`config.mk`:
```
export PLATFORM = sky130hd
export DESIGN_NAME = clk_gen_adj
export DESIGN_NICKNAME = d
export VERILOG_FILES = /design/src/rtl/clk_gen_adj.sv
export SDC_FILE = /design/constraint.sdc
export NUM_CORES = 1
export LEC_CHECK = 0
export CORE_AREA = 4 4 41 43
export CTS_BUF_LIST = sky130_fd_sc_hd__clkbuf_8
export CTS_CLUSTER_SIZE = 16
export DETAILED_ROUTE_END_ITERATION = 6
export DIE_AREA = 0 0 45 47
export GPL_TIMING_DRIVEN = 0
export MAX_ROUTING_LAYER = met4
export PLACE_DENSITY = 0.58
export SLEW_MARGIN = 20
export SYNTH_ARGS = -nofsm -noshare
export SYNTH_HDL_FRONTEND = slang
export SYNTH_SLANG_ARGS = --single-unit
```
`constraint.sdc`:
```
create_clock -name clk_in -period 1.34 [get_ports clk_in]
set_clock_uncertainty 0.15 [all_clocks]
set_input_delay 0.268 -clock clk_in [delete_from_list [all_inputs] [get_ports clk_in]]
set_output_delay 0.268 -clock clk_in [all_outputs]
set_load 0.01 [all_outputs]
```
`src/rtl/clk_gen_adj.sv`:
```
// -----------------------------------------------------------------------------
// clk_gen_adj
//
// Clock and timing generator for the modem. From clk_in it derives the
// system clock (clk_in/2), sample and symbol rate square waves, one-sys_clk
// wide clock enables and a symbol-phase count in sys_clk units. Timing
// recovery can shorten or lengthen a single symbol by one sys_clk period,
// and a sync request restarts the symbol phase at zero.
//
// Parameters:
//   SAM_DIV  sys_clk cycles per sample (>= 2)
//   SPS      samples per symbol (>= 1)
//   PHASE_W  width of clk_phase, 2**PHASE_W >= SAM_DIV*SPS
//
// Ports:
//   clk_in       in   master clock
//   reset        in   asynchronous, active-high
//   adv_req      in   pulse: shorten the next symbol by one sys_clk period
//   ret_req      in   pulse: lengthen the next symbol by one sys_clk period
//   sync_req     in   pulse: restart the symbol phase at 0
//   sys_clk      out  clk_in/2, registered
//   sam_clk      out  sample-rate square wave
//   sym_clk      out  symbol-rate square wave
//   sam_clk_ena  out  one sys_clk period high per sample
//   sym_clk_ena  out  one sys_clk period high per symbol
//   clk_phase    out  symbol phase, 0..N-1 (N = SAM_DIV*SPS)
//   adj_busy     out  an advance or retard is pending
//   adj_ack      out  one clk_in pulse when an adjustment is applied
//
// Build option:
//   CLK_GEN_ADJ_EN  when defined, advance/retard handling is built in.
//                   When undefined, adv_req/ret_req are ignored, adj_busy
//                   and adj_ack stay 0 and the phase counts modulo N.
//                   Sync works in both builds.
// -----------------------------------------------------------------------------
module clk_gen_adj #(
    parameter int SAM_DIV = 4,
    parameter int SPS     = 4,
    parameter int PHASE_W = 4
) (
    input  logic               clk_in,
    input  logic               reset,
    input  logic               adv_req,
    input  logic               ret_req,
    input  logic               sync_req,
    output logic               sys_clk,
    output logic               sam_clk,
    output logic               sym_clk,
    output logic               sam_clk_ena,
    output logic               sym_clk_ena,
    output logic [PHASE_W-1:0] clk_phase,
    output logic               adj_busy,
    output logic               adj_ack
);

    localparam int N = SAM_DIV * SPS;

    localparam logic [PHASE_W-1:0] PH_ZERO = '0;
    localparam logic [PHASE_W-1:0] PH_ONE  = PHASE_W'(1);
    localparam logic [PHASE_W-1:0] PH_LAST = PHASE_W'(N - 1);

    // ------------------------------------------------------------------
    // State
    // ------------------------------------------------------------------
    logic               sys_clk_reg, sys_clk_next;
    logic               h_reg, h_next;
    logic [PHASE_W-1:0] ph_reg, ph_next;
    logic               sync_p_reg, sync_p_next;

`ifdef CLK_GEN_ADJ_EN
    logic               adv_p_reg, adv_p_next;
    logic               ret_p_reg, ret_p_next;
    logic               hold_reg, hold_next;
    logic               ack_reg, ack_next;
`else
    // Adjustment inputs have no function in this build.
    logic               unused_adj;
    assign unused_adj = adv_req ^ ret_req;
`endif

    // The phase advances only on every second clk_in edge, i.e. once per
    // sys_clk period; h_reg==1 marks that edge.
    logic step_edge;
    assign step_edge = h_reg;

    // ------------------------------------------------------------------
    // Next-state logic
    // ------------------------------------------------------------------
    always_comb begin
        h_next       = ~h_reg;
        sys_clk_next = ~sys_clk_reg;
        ph_next      = ph_reg;
        sync_p_next  = sync_p_reg;
`ifdef CLK_GEN_ADJ_EN
        adv_p_next   = adv_p_reg;
        ret_p_next   = ret_p_reg;
        hold_next    = hold_reg;
        ack_next     = 1'b0;
`endif

        if (step_edge) begin
            if (sync_p_reg) begin
                // Sync wins over any pending adjustment and discards it.
                ph_next     = PH_ZERO;
                sync_p_next = 1'b0;
`ifdef CLK_GEN_ADJ_EN
                adv_p_next  = 1'b0;
                ret_p_next  = 1'b0;
                hold_next   = 1'b0;
`endif
            end
`ifdef CLK_GEN_ADJ_EN
            else if (hold_reg) begin
                // Second sys_clk period at phase 0 of a retarded symbol.
                ph_next   = PH_ZERO;
                hold_next = 1'b0;
            end
`endif
            else if (ph_reg == PH_LAST) begin
                ph_next = PH_ZERO;
`ifdef CLK_GEN_ADJ_EN
                // Adjustments land on the wrap so that only phase 0 is
                // skipped or doubled; phase 0 never carries an enable.
                if (adv_p_reg) begin
                    ph_next    = PH_ONE;
                    adv_p_next = 1'b0;
                    ack_next   = 1'b1;
                end else if (ret_p_reg) begin
                    hold_next  = 1'b1;
                    ret_p_next = 1'b0;
                    ack_next   = 1'b1;
                end
`endif
            end else begin
                ph_next = ph_reg + PH_ONE;
            end
        end

`ifdef CLK_GEN_ADJ_EN
        // Request capture works on the flags as left by this edge's
        // application step, so a request arriving on the applying edge
        // becomes pending for the following symbol. Opposite requests
        // cancel each other; a repeat of the pending kind changes nothing.
        if (!(step_edge && sync_p_reg)) begin
            if (adv_req && !ret_req) begin
                if (ret_p_next) begin
                    ret_p_next = 1'b0;
                end else begin
                    adv_p_next = 1'b1;
                end
            end else if (ret_req && !adv_req) begin
                if (adv_p_next) begin
                    adv_p_next = 1'b0;
                end else begin
                    ret_p_next = 1'b1;
                end
            end
        end
`endif

        if (sync_req) begin
            sync_p_next = 1'b1;
        end
    end

    // ------------------------------------------------------------------
    // Registers
    // ------------------------------------------------------------------
    always_ff @(posedge clk_in or posedge reset) begin
        if (reset) begin
            sys_clk_reg <= 1'b0;
            h_reg       <= 1'b0;
            ph_reg      <= PH_ZERO;
            sync_p_reg  <= 1'b0;
`ifdef CLK_GEN_ADJ_EN
            adv_p_reg   <= 1'b0;
            ret_p_reg   <= 1'b0;
            hold_reg    <= 1'b0;
            ack_reg     <= 1'b0;
`endif
        end else begin
            sys_clk_reg <= sys_clk_next;
            h_reg       <= h_next;
            ph_reg      <= ph_next;
            sync_p_reg  <= sync_p_next;
`ifdef CLK_GEN_ADJ_EN
            adv_p_reg   <= adv_p_next;
            ret_p_reg   <= ret_p_next;
            hold_reg    <= hold_next;
            ack_reg     <= ack_next;
`endif
        end
    end

    // ------------------------------------------------------------------
    // Phase decodes
    // ------------------------------------------------------------------
    logic [31:0] ph_ext;
    logic [31:0] sam_pos;

    assign ph_ext  = 32'(ph_reg);
    assign sam_pos = ph_ext % 32'(SAM_DIV);

    assign sam_clk_ena = (sam_pos == 32'(SAM_DIV - 1));
    assign sam_clk     = (sam_pos < 32'(SAM_DIV / 2));
    assign sym_clk_ena = (ph_reg == PH_LAST);
    assign sym_clk     = (ph_ext < 32'(N / 2));

    assign sys_clk   = sys_clk_reg;
    assign clk_phase = ph_reg;

`ifdef CLK_GEN_ADJ_EN
    assign adj_busy = adv_p_reg | ret_p_reg;
    assign adj_ack  = ack_reg;
`else
    assign adj_busy = 1'b0;
    assign adj_ack  = 1'b0;
`endif

endmodule

```
==> flow_summary.ini, run 1 <==
[clock_network]
cts.sinks = 7
clk_pin_slew_ps = 40
postCtsHoldBufs = 0
cts_made_buffers = 3
cts_buffer_depth = 2
cts-root-buf = clkbuf_8
insertion_delay_ps = 220
cts_tree = yes
cts.htree.levels = 1

[drt]
drt-total-wl_um = 750
via_per_inst = 4.250
drc = 0
drt_iter0_drc = 0
drt_first_pass_iters = 1
num_vias = 306
detail_route.wl_per_cell_um = 10.42
ant_nets = 0

[synth]
synth_cell_types = 19
yosysTopAreaCellShare = 0.5426
ys_seq_area_frac = 0.5426
synth_async_sr_flop_share = 1.000
synth_area_leaders = dfrtp_1, buf_4, inv_1
synth_edf_count = 0
yosysMostFrequentCell = dfrtp_1
ys_top_cells_by_count = dfrtp_1, inv_1, buf_4
syn_inst = 29
synthesis.area_um2 = 322.8
yosys.area.top_type = dfrtp_1
synth_flop_cell = dfrtp_1
ys_seq_elements = 7
synth_warnings = 0
synth_area_per_cell_um2 = 11.13

[global_route]
globalRouteOverflowTotal = 0
grt_pass1_vias = 293
grt_pass1_wl_um = 1138
antenna_found_initial = 0
grt_usage = 0.07832
grt_max_degree = 8

[setup_path]
crit_required_ps = 920
crit_end = sym_clk_ena
reg2reg_depth = 6
startpoint_type = flop
startpoint = clk_phase[1]
r2r-end = clk_phase[3]
worstSetupPathType = reg2out
r2r_start = clk_phase[1]
worst-r2r-setup-slack_ps = -130
worstPathMaxFanout = 3
end_kind = primary output
crit_arrival_ps = 1090

[final_layout]
largest_reg_flops = 4
final_cell_area_um2 = 624.3
fin_cells = 72
drive_gt1_frac = 0.5614
nNetsFinal = 64
n_antenna_cell = 0
area_growth_pct = 93.41
fillCellCount = 132

[sta]
max_freq_mhz = 662.3
whs_ps = 117.8
rsz0062_at_grt = yes
fin_crit_ps = 1510
final.setup.worst_slack_ps = -170.0
post-route-period-util = 1.127
setup_violations = 7
hold_viol_final = 0
finalMaxSlewViolations = 0

[power_and_ir_drop]
ir_drop_v = 0.0005365
leakagePower_nw = 0.3069
power.density_mw_per_mm2 = 893.1

[run_status]
status = complete, but fails checks
violations = setup timing

[placed_design]
hpwl_um = 492.1
dpl_cell_area_um2 = 475.5
dp_cells = 56
port_buffers = 11
gp_congestion = 0.6729

[die]
initial_core_util = 0.2481
rows = 13
die-width_um = 45
coreArea_mm2 = 0.001301
pin_count = 16
die_h_um = 47
dieArea_mm2 = 0.002115

[flow_run]
cap_violations = 0

[worst_hold_path]
hp-class = in2async
[per-stage QoR]
stage               setup slack (ps)  utilization  total power [W]  setup TNS [ps]
global placement              -348.2       0.3654        0.0002641          -842.1
floorplan                     -11.22            -        0.0002466          -11.22
CTS                           -173.3       0.4490        0.0005628          -462.8
finish                        -170.0       0.4798        0.0005576          -539.8
detailed placement            -351.7       0.3654        0.0002645          -843.0
global route                  -196.9       0.4798        0.0005846          -784.9
[critical path, stage by stage (launching register included)]
cell and delay [ps]:
dfrtp_2 420, ha_4 170, and3_4 170, buf_6 110
[layout by cell type, fill, tap and decap left out, drive strengths merged]
master | netlist | layout
a211oi | 1 | 1
a21o | 1 | 1
a221o | 1 | 1
and2b | 1 | 1
and3 | 1 | 1
buf | 2 | 20
clkbuf | 0 | 3
clkdlybuf4s15 | 0 | 1
clkdlybuf4s50 | 0 | 2
conb | 1 | 2
dfrtp | 7 | 7
dlygate4sd2 | 0 | 2
ha | 1 | 1
inv | 5 | 6
mux2 | 1 | 1
mux2i | 1 | 1
nand3 | 1 | 1
nand3b | 1 | 1
nor3 | 1 | 1
nor4 | 1 | 1
o21ai | 1 | 1
o2bb2ai | 1 | 1
[area by class of cell]
class | count | area (um2) | share of cell area
plain buffers | 2 | 15.01 | 0.02405
clock inverters | 1 | 3.754 | 0.006012
clock buffers | 3 | 41.29 | 0.06613
repair buffers | 23 | 201.4 | 0.3226
inverters | 5 | 21.27 | 0.03407
multi-input cells | 16 | 145.1 | 0.2325
well taps | 15 | 18.77 | 0.03006
flip-flops and latches | 7 | 177.7 | 0.2846
[power by group]
part	switching (W)	leakage (nW)	internal [W]
Combinational	0.0000204	0.199	0.0000308
Sequential	0.00000597	0.0807	0.000217
Clock	0.0000855	0.0269	0.000197
Total	0.000112	0.307	0.000446
[logic make-up after synthesis]
group	Yosys count	synth area share
AOI/OAI and AO/OA	5	0.1202
DFF	7	0.5426
and+or+nand+nor	6	0.1163
muxes	2	0.06589
adders and majority gates	1	0.03875
other	1	0.01162
buffers and inverters	7	0.1046
[metal layers]
layer / wire (um) / global-route usage
met5: 0 / -
met4: 0 / 0.05263
met3: 41 / 0.02682
met2: 400 / 0.1186
met1: 309 / 0.08665
[how the worst min path moves through the flow]
stage	start	depth (start not counted)	slack, ps	end
after global placement	sys_clk	1	260	sys_clk
after CTS	reset	2	120	sys_clk
after global routing	reset	2	140	sys_clk
final	reset	2	120	sys_clk
after floorplan	reset	1	-80	clk_phase[2]
after detailed placement	sys_clk	1	260	sys_clk
[timing repair]
| action | 4_1_cts | 5_1_grt |
|---|---|---|
| setup buffers | 9 | 3 |
| pin swaps | 2 | 3 |
| resized for setup | 35 | 4 |
| endpoints found under the setup margin | 9 | 7 |
(Power assumes the default switching activity.)
==> inputs of run 2 (changes only) <==
--- a/config.mk
+++ b/config.mk
@@ -12,7 +12,7 @@
 export DIE_AREA = 0 0 45 47
 export GPL_TIMING_DRIVEN = 0
 export MAX_ROUTING_LAYER = met4
-export PLACE_DENSITY = 0.58
+export PLACE_DENSITY = 0.55
 export SLEW_MARGIN = 20
 export SYNTH_ARGS = -nofsm -noshare
 export SYNTH_HDL_FRONTEND = slang
==> constraint.sdc (replaced) <==
create_clock -name clk_in -period 1.34 [get_ports clk_in]
set_clock_uncertainty 0.15 [all_clocks]
set_input_delay 0.268 -clock clk_in [delete_from_list [all_inputs] [get_ports clk_in]]
set_output_delay 0.268 -clock clk_in [all_outputs]
set_load 0.05 [all_outputs]
==> run 2 against run 1 <==
  * The flow still finishes with violations (setup timing)
  * Final cell count fell by 6.9%
  * Sequential power barely moved
  * Non-clock buffer count fell by 5
  * Critical path type unchanged
  * Critical path depth did not move
  * Sequential share of layout area rose by 0.93 points
  * Maximum frequency fell by 3.5%
  * Final area fell by 1.8%
  * First-iteration DRC count rose by 3
  * Clock power fell by 2%
  * Die area did not move
  * Via count fell by 7.8%
==> flow_summary.ini, run 2 (synthesis gave the netlist of run 1 again) <==
[sta]
final.setup.worst_slack_ps = -224.2
post-route-period-util = 1.167
fin_crit_ps = 1564
rsz0062_at_grt = yes
hold_viol_final = 0
max_freq_mhz = 639.3
setup_violations = 4
finalMaxSlewViolations = 0

[clock_network]
cts_made_buffers = 3
insertion_delay_ps = 220
cts_buffer_depth = 2
cts-root-buf = clkbuf_8
cts_tree = yes
postCtsHoldBufs = 0
cts.htree.levels = 1
cts.sinks = 7
clk_pin_slew_ps = 40

[global_route]
grt_usage = 0.08896
grt_max_degree = 8
grt_pass1_wl_um = 1214
grt_pass1_vias = 302
antenna_found_initial = 0
globalRouteOverflowTotal = 0

[placed_design]
gp_congestion = 0.6528
dpl_cell_area_um2 = 480.5
port_buffers = 11
hpwl_um = 524.2

[drt]
drt-total-wl_um = 736
ant_nets = 0
drt_first_pass_iters = 3
num_vias = 282
drc = 0
detail_route.wl_per_cell_um = 10.99
via_per_inst = 4.209
drt_iter0_drc = 3

[setup_path]
worstPathMaxFanout = 4
startpoint_type = flop
crit_arrival_ps = 1150
crit_required_ps = 920
max_stage_delay_ps = 430
worstSetupPathType = reg2out
path_buf_inv = 1
crit_chain = ha_4 -> and3_4 -> buf_8
end_kind = primary output
cp_slowest_cell = dfrtp_2
path_delay_family = flip-flops

[die]
die-width_um = 45
pin_count = 16
die_h_um = 47
initial_core_util = 0.2481
dieArea_mm2 = 0.002115
coreArea_mm2 = 0.001301
rows = 13

[final_layout]
largest_reg_flops = 4
mostFrequentLayoutCell = buf_4
drive_gt1_frac = 0.6154
utilization = 0.4712
nNetsFinal = 59
final_cell_area_um2 = 613.1
fillCellCount = 137
area_growth_pct = 89.92
n_antenna_cell = 0
layout_common_cells = buf_4, buf_6, inv_1, dfrtp_2
register_area_um2 = 180.2
multi_input_area_um2 = 155.1

[power_and_ir_drop]
ir_drop_v = 0.0004897
power.total_w = 0.0005775
leakagePower_nw = 0.2884
power.density_mw_per_mm2 = 941.9

[worst_hold_path]
hp-class = in2async

[run_status]
violations = setup timing
status = complete, but fails checks

[flow_run]
cap_violations = 0
[run 2: changes by cell type in the layout (fill, tap and decap cells not counted), moves of 2 or more]
| cell | change |
|---|---|
| dfrtp_2 | +2 |
| buf_8 | +3 |
| buf_4 | -2 |
| dlygate4sd2_1 | -2 |
| dfrtp_1 | -2 |
| buf_6 | -2 |
[run 2: cell type report]
type | instances | area share
flip-flops and latches | 7 | 0.2939
clock inverters | 1 | 0.006122
multi-input cells | 16 | 0.2531
plain buffers | 2 | 0.02449
repair buffers | 18 | 0.2878
clock buffers | 3 | 0.06735
inverters | 5 | 0.03673
well taps | 15 | 0.03061
[run 2: power breakdown]
| group | switching (W) | total (W) | internal, W |
|---|---|---|---|
| clock | 0.0000807 | 0.000278 | 0.000197 |
| sequential | 0.00000790 | 0.000225 | 0.000218 |
| combinational | 0.0000425 | 0.0000744 | 0.0000318 |
| total | 0.000131 | 0.000577 | 0.000446 |
[run 2: timing repair]
| action | in CTS | in global routing |
|---|---|---|
| buffers inserted | 4 | 3 |
| gates resized for setup | 59 | 10 |
| pin swaps | 3 | 1 |
| endpoints found under the setup margin | 9 | 9 |
[run 2: worst reg2reg max path, stage by stage, from the launching register on]
cell and delay, ps:
dfrtp_2 430, ha_4 170, and3_4 180, buf_4 130, buf_6 110, nor3_4 100
mux2_4 160
[run 2: final timing paths]
path	from	endpoint	slack [ps]	cells past startpoint
max	clk_phase[1]	sym_clk_ena	-220	3
min	reset	sys_clk	120	2
max reg2reg	clk_phase[1]	clk_phase[0]	-140	6
min reg2reg	sys_clk	sys_clk	270	1
max in group asynchronous	reset	clk_phase[3]	690	2
min in group clk_in	sys_clk	sys_clk	270	1
[run 2: stage by stage]
step                      std cells  hold slack, ps  worst slack, ps  TNS, ps
final                            67           122.0           -224.2   -620.4
after global routing             67           152.6           -251.5   -867.1
after CTS                        64           126.0           -230.4   -570.3
after detailed placement         56           265.2           -618.4    -3257
after global placement           56           257.9           -606.8    -3188
after floorplan                  30          -78.81           -409.3   -880.9
[run 2: per-layer routing]
layer | vias to the layer above | GRT usage | part of all wire
li1 | 140 | - | -
met1 | 133 | 0.08178 | 0.42
met2 | 9 | 0.1356 | 0.52
met3 | 0 | 0.03831 | 0.064
met4 | 0 | 0.08772 | 0
met5 | - | - | 0
==> inputs of run 3 (changes only) <==
--- a/config.mk
+++ b/config.mk
@@ -13,6 +13,7 @@
 export GPL_TIMING_DRIVEN = 0
 export MAX_ROUTING_LAYER = met4
 export PLACE_DENSITY = 0.55
+export REMOVE_ABC_BUFFERS = 1
 export SLEW_MARGIN = 20
 export SYNTH_ARGS = -nofsm -noshare
 export SYNTH_HDL_FRONTEND = slang
==> run 3 against run 2 <==
  * The run still ends with setup timing left
  * Worst hold slack hardly changed
  * First-iteration DRC count down 33%
  * Combinational power shrank 3.1%
  * Critical path depth stayed put
  * Register-to-register slack about the same
  * Highest routed layer unchanged
  * Non-clock buffer count decreased by 2
  * Final cell count shrank 3.0%
  * Sequential share of layout area is 1.5 points higher
  * Die area unchanged
  * Critical endpoint unchanged
==> flow_summary.ini, run 3 (synthesis gave the netlist of run 1 again) <==
[clock_network]
cts_buffer_depth = 2
cts_made_buffers = 3
cts_tree = yes
clk_pin_slew_ps = 40
cts-root-buf = clkbuf_8
cts.sinks = 7
postCtsHoldBufs = 0
insertion_delay_ps = 220
cts.htree.levels = 1

[run_status]
violations = setup timing
status = complete, but fails checks

[setup_path]
crit_required_ps = 920
crit_end = sym_clk_ena
startpoint_type = flop
worstPathMaxFanout = 2
r2r-end = clk_phase[3]
path_buf_inv = 1
startpoint = clk_phase[1]
cp_num_cells = 3
reg2reg_depth = 6
crit_chain = ha_4 -> and3_4 -> buf_6
cp_slowest_cell = dfrtp_1
max_stage_delay_ps = 400
worstSetupPathType = reg2out
crit_arrival_ps = 1120
worst-r2r-setup-slack_ps = -130
r2r_start = clk_phase[0]
path_delay_family = flip-flops
end_kind = primary output

[die]
die_h_um = 47
coreArea_mm2 = 0.001301
pin_count = 16
rows = 13
initial_core_util = 0.2481
dieArea_mm2 = 0.002115
die-width_um = 45

[final_layout]
drive_gt1_frac = 0.5600
mostFrequentLayoutCell = buf_4
n_antenna_cell = 0
largest_reg_flops = 4
layout_common_cells = buf_4, dfrtp_1, buf_6
nNetsFinal = 57
area_growth_pct = 77.13
register_area_um2 = 176.4
fillCellCount = 140
multi_input_area_um2 = 145.1

[drt]
drt_iter0_drc = 2
detail_route.wl_per_cell_um = 11.20
ant_nets = 0
drt_first_pass_iters = 4
drc = 0
via_per_inst = 4.338
drt-total-wl_um = 728
num_vias = 282

[flow_run]
cap_violations = 0

[sta]
max_freq_mhz = 652.0
final.setup.worst_slack_ps = -193.8
final.setup.tns_ps = -664.2
setup_violations = 7
finalMaxSlewViolations = 0
rsz0062_at_grt = yes
hold_viol_final = 0
post-route-period-util = 1.145
fin_crit_ps = 1534

[global_route]
grt_usage = 0.08313
antenna_found_initial = 0
grt_pass1_vias = 284
globalRouteOverflowTotal = 0
grt_pass1_wl_um = 1221
grt_max_degree = 8

[power_and_ir_drop]
ir_drop_v = 0.0008581
power.total_w = 0.0005718
power.density_mw_per_mm2 = 1000
leakagePower_nw = 0.2740

[placed_design]
place_ws_ps = -734.9
port_buffers = 11
hpwl_um = 494.6
gp_congestion = 0.7518

[worst_hold_path]
hp-class = in2async
## run 3: cell types whose count changed in the layout (fill, tap and decap cells not counted), sizes merged
cell | previous run | this run
inv | 5 | 6
clkinvlp | 1 | 0
clkbuf | 3 | 4
buf | 18 | 15
## run 3: worst min-delay path by stage
stage | end | depth (start not counted)
floorplan | clk_phase[0] | 1
global placement | sys_clk | 1
detailed placement | sys_clk | 1
CTS | clk_phase[3] | 2
global route | clk_phase[3] | 2
finish | clk_phase[3] | 2
## run 3: per-layer routing
metal  vias to the layer above  global-route usage  wire (um)
li1                        138                   -          -
met1                       138             0.07226        267
met2                         6              0.1638        429
met3                         0             0.01149         31
met4                         0             0.05263          0
met5                         -                   -          0
## run 3: what timing repair did
item | 4_1_cts | 5_1_grt
endpoints found under the hold margin | 0 | 0
gates cloned | 0 | 0
pin swaps | 3 | 2
setup buffers | 6 | 1
gates resized for setup | 65 | 4
endpoints found under the setup margin | 11 | 10
## run 3: final cells by class
type | instances | share of cell area
Clock buffer | 3 | 0.07221
Inverter | 5 | 0.03282
Timing Repair Buffer | 18 | 0.2932
Clock inverter | 1 | 0.006565
Tap cell | 15 | 0.03282
Sequential cell | 7 | 0.3085
Multi-Input combinational cell | 16 | 0.2538
## run 3: per-stage QoR
| step | area, um2 | util | cells | hold slack [ps] |
|---|---|---|---|---|
| 2_1_floorplan | 311.5 | - | 28 | -78.60 |
| 3_3_place_gp | 440.4 | 0.3385 | 54 | 257.0 |
| 3_5_place_dp | 440.4 | 0.3385 | 54 | 264.1 |
| 4_1_cts | 555.5 | 0.4269 | 64 | 130.0 |
| 5_1_grt | 571.8 | 0.4394 | 65 | 160.2 |
| 6_report | 571.8 | 0.4394 | 65 | 121.7 |
## run 3: power breakdown
part           switching [W]  total [W]  leakage [nW]  internal [W]
registers         0.00000638   0.000223        0.0820      0.000217
clock network      0.0000793   0.000276        0.0269      0.000197
logic              0.0000430  0.0000721         0.165     0.0000291
total               0.000129   0.000572         0.274      0.000443
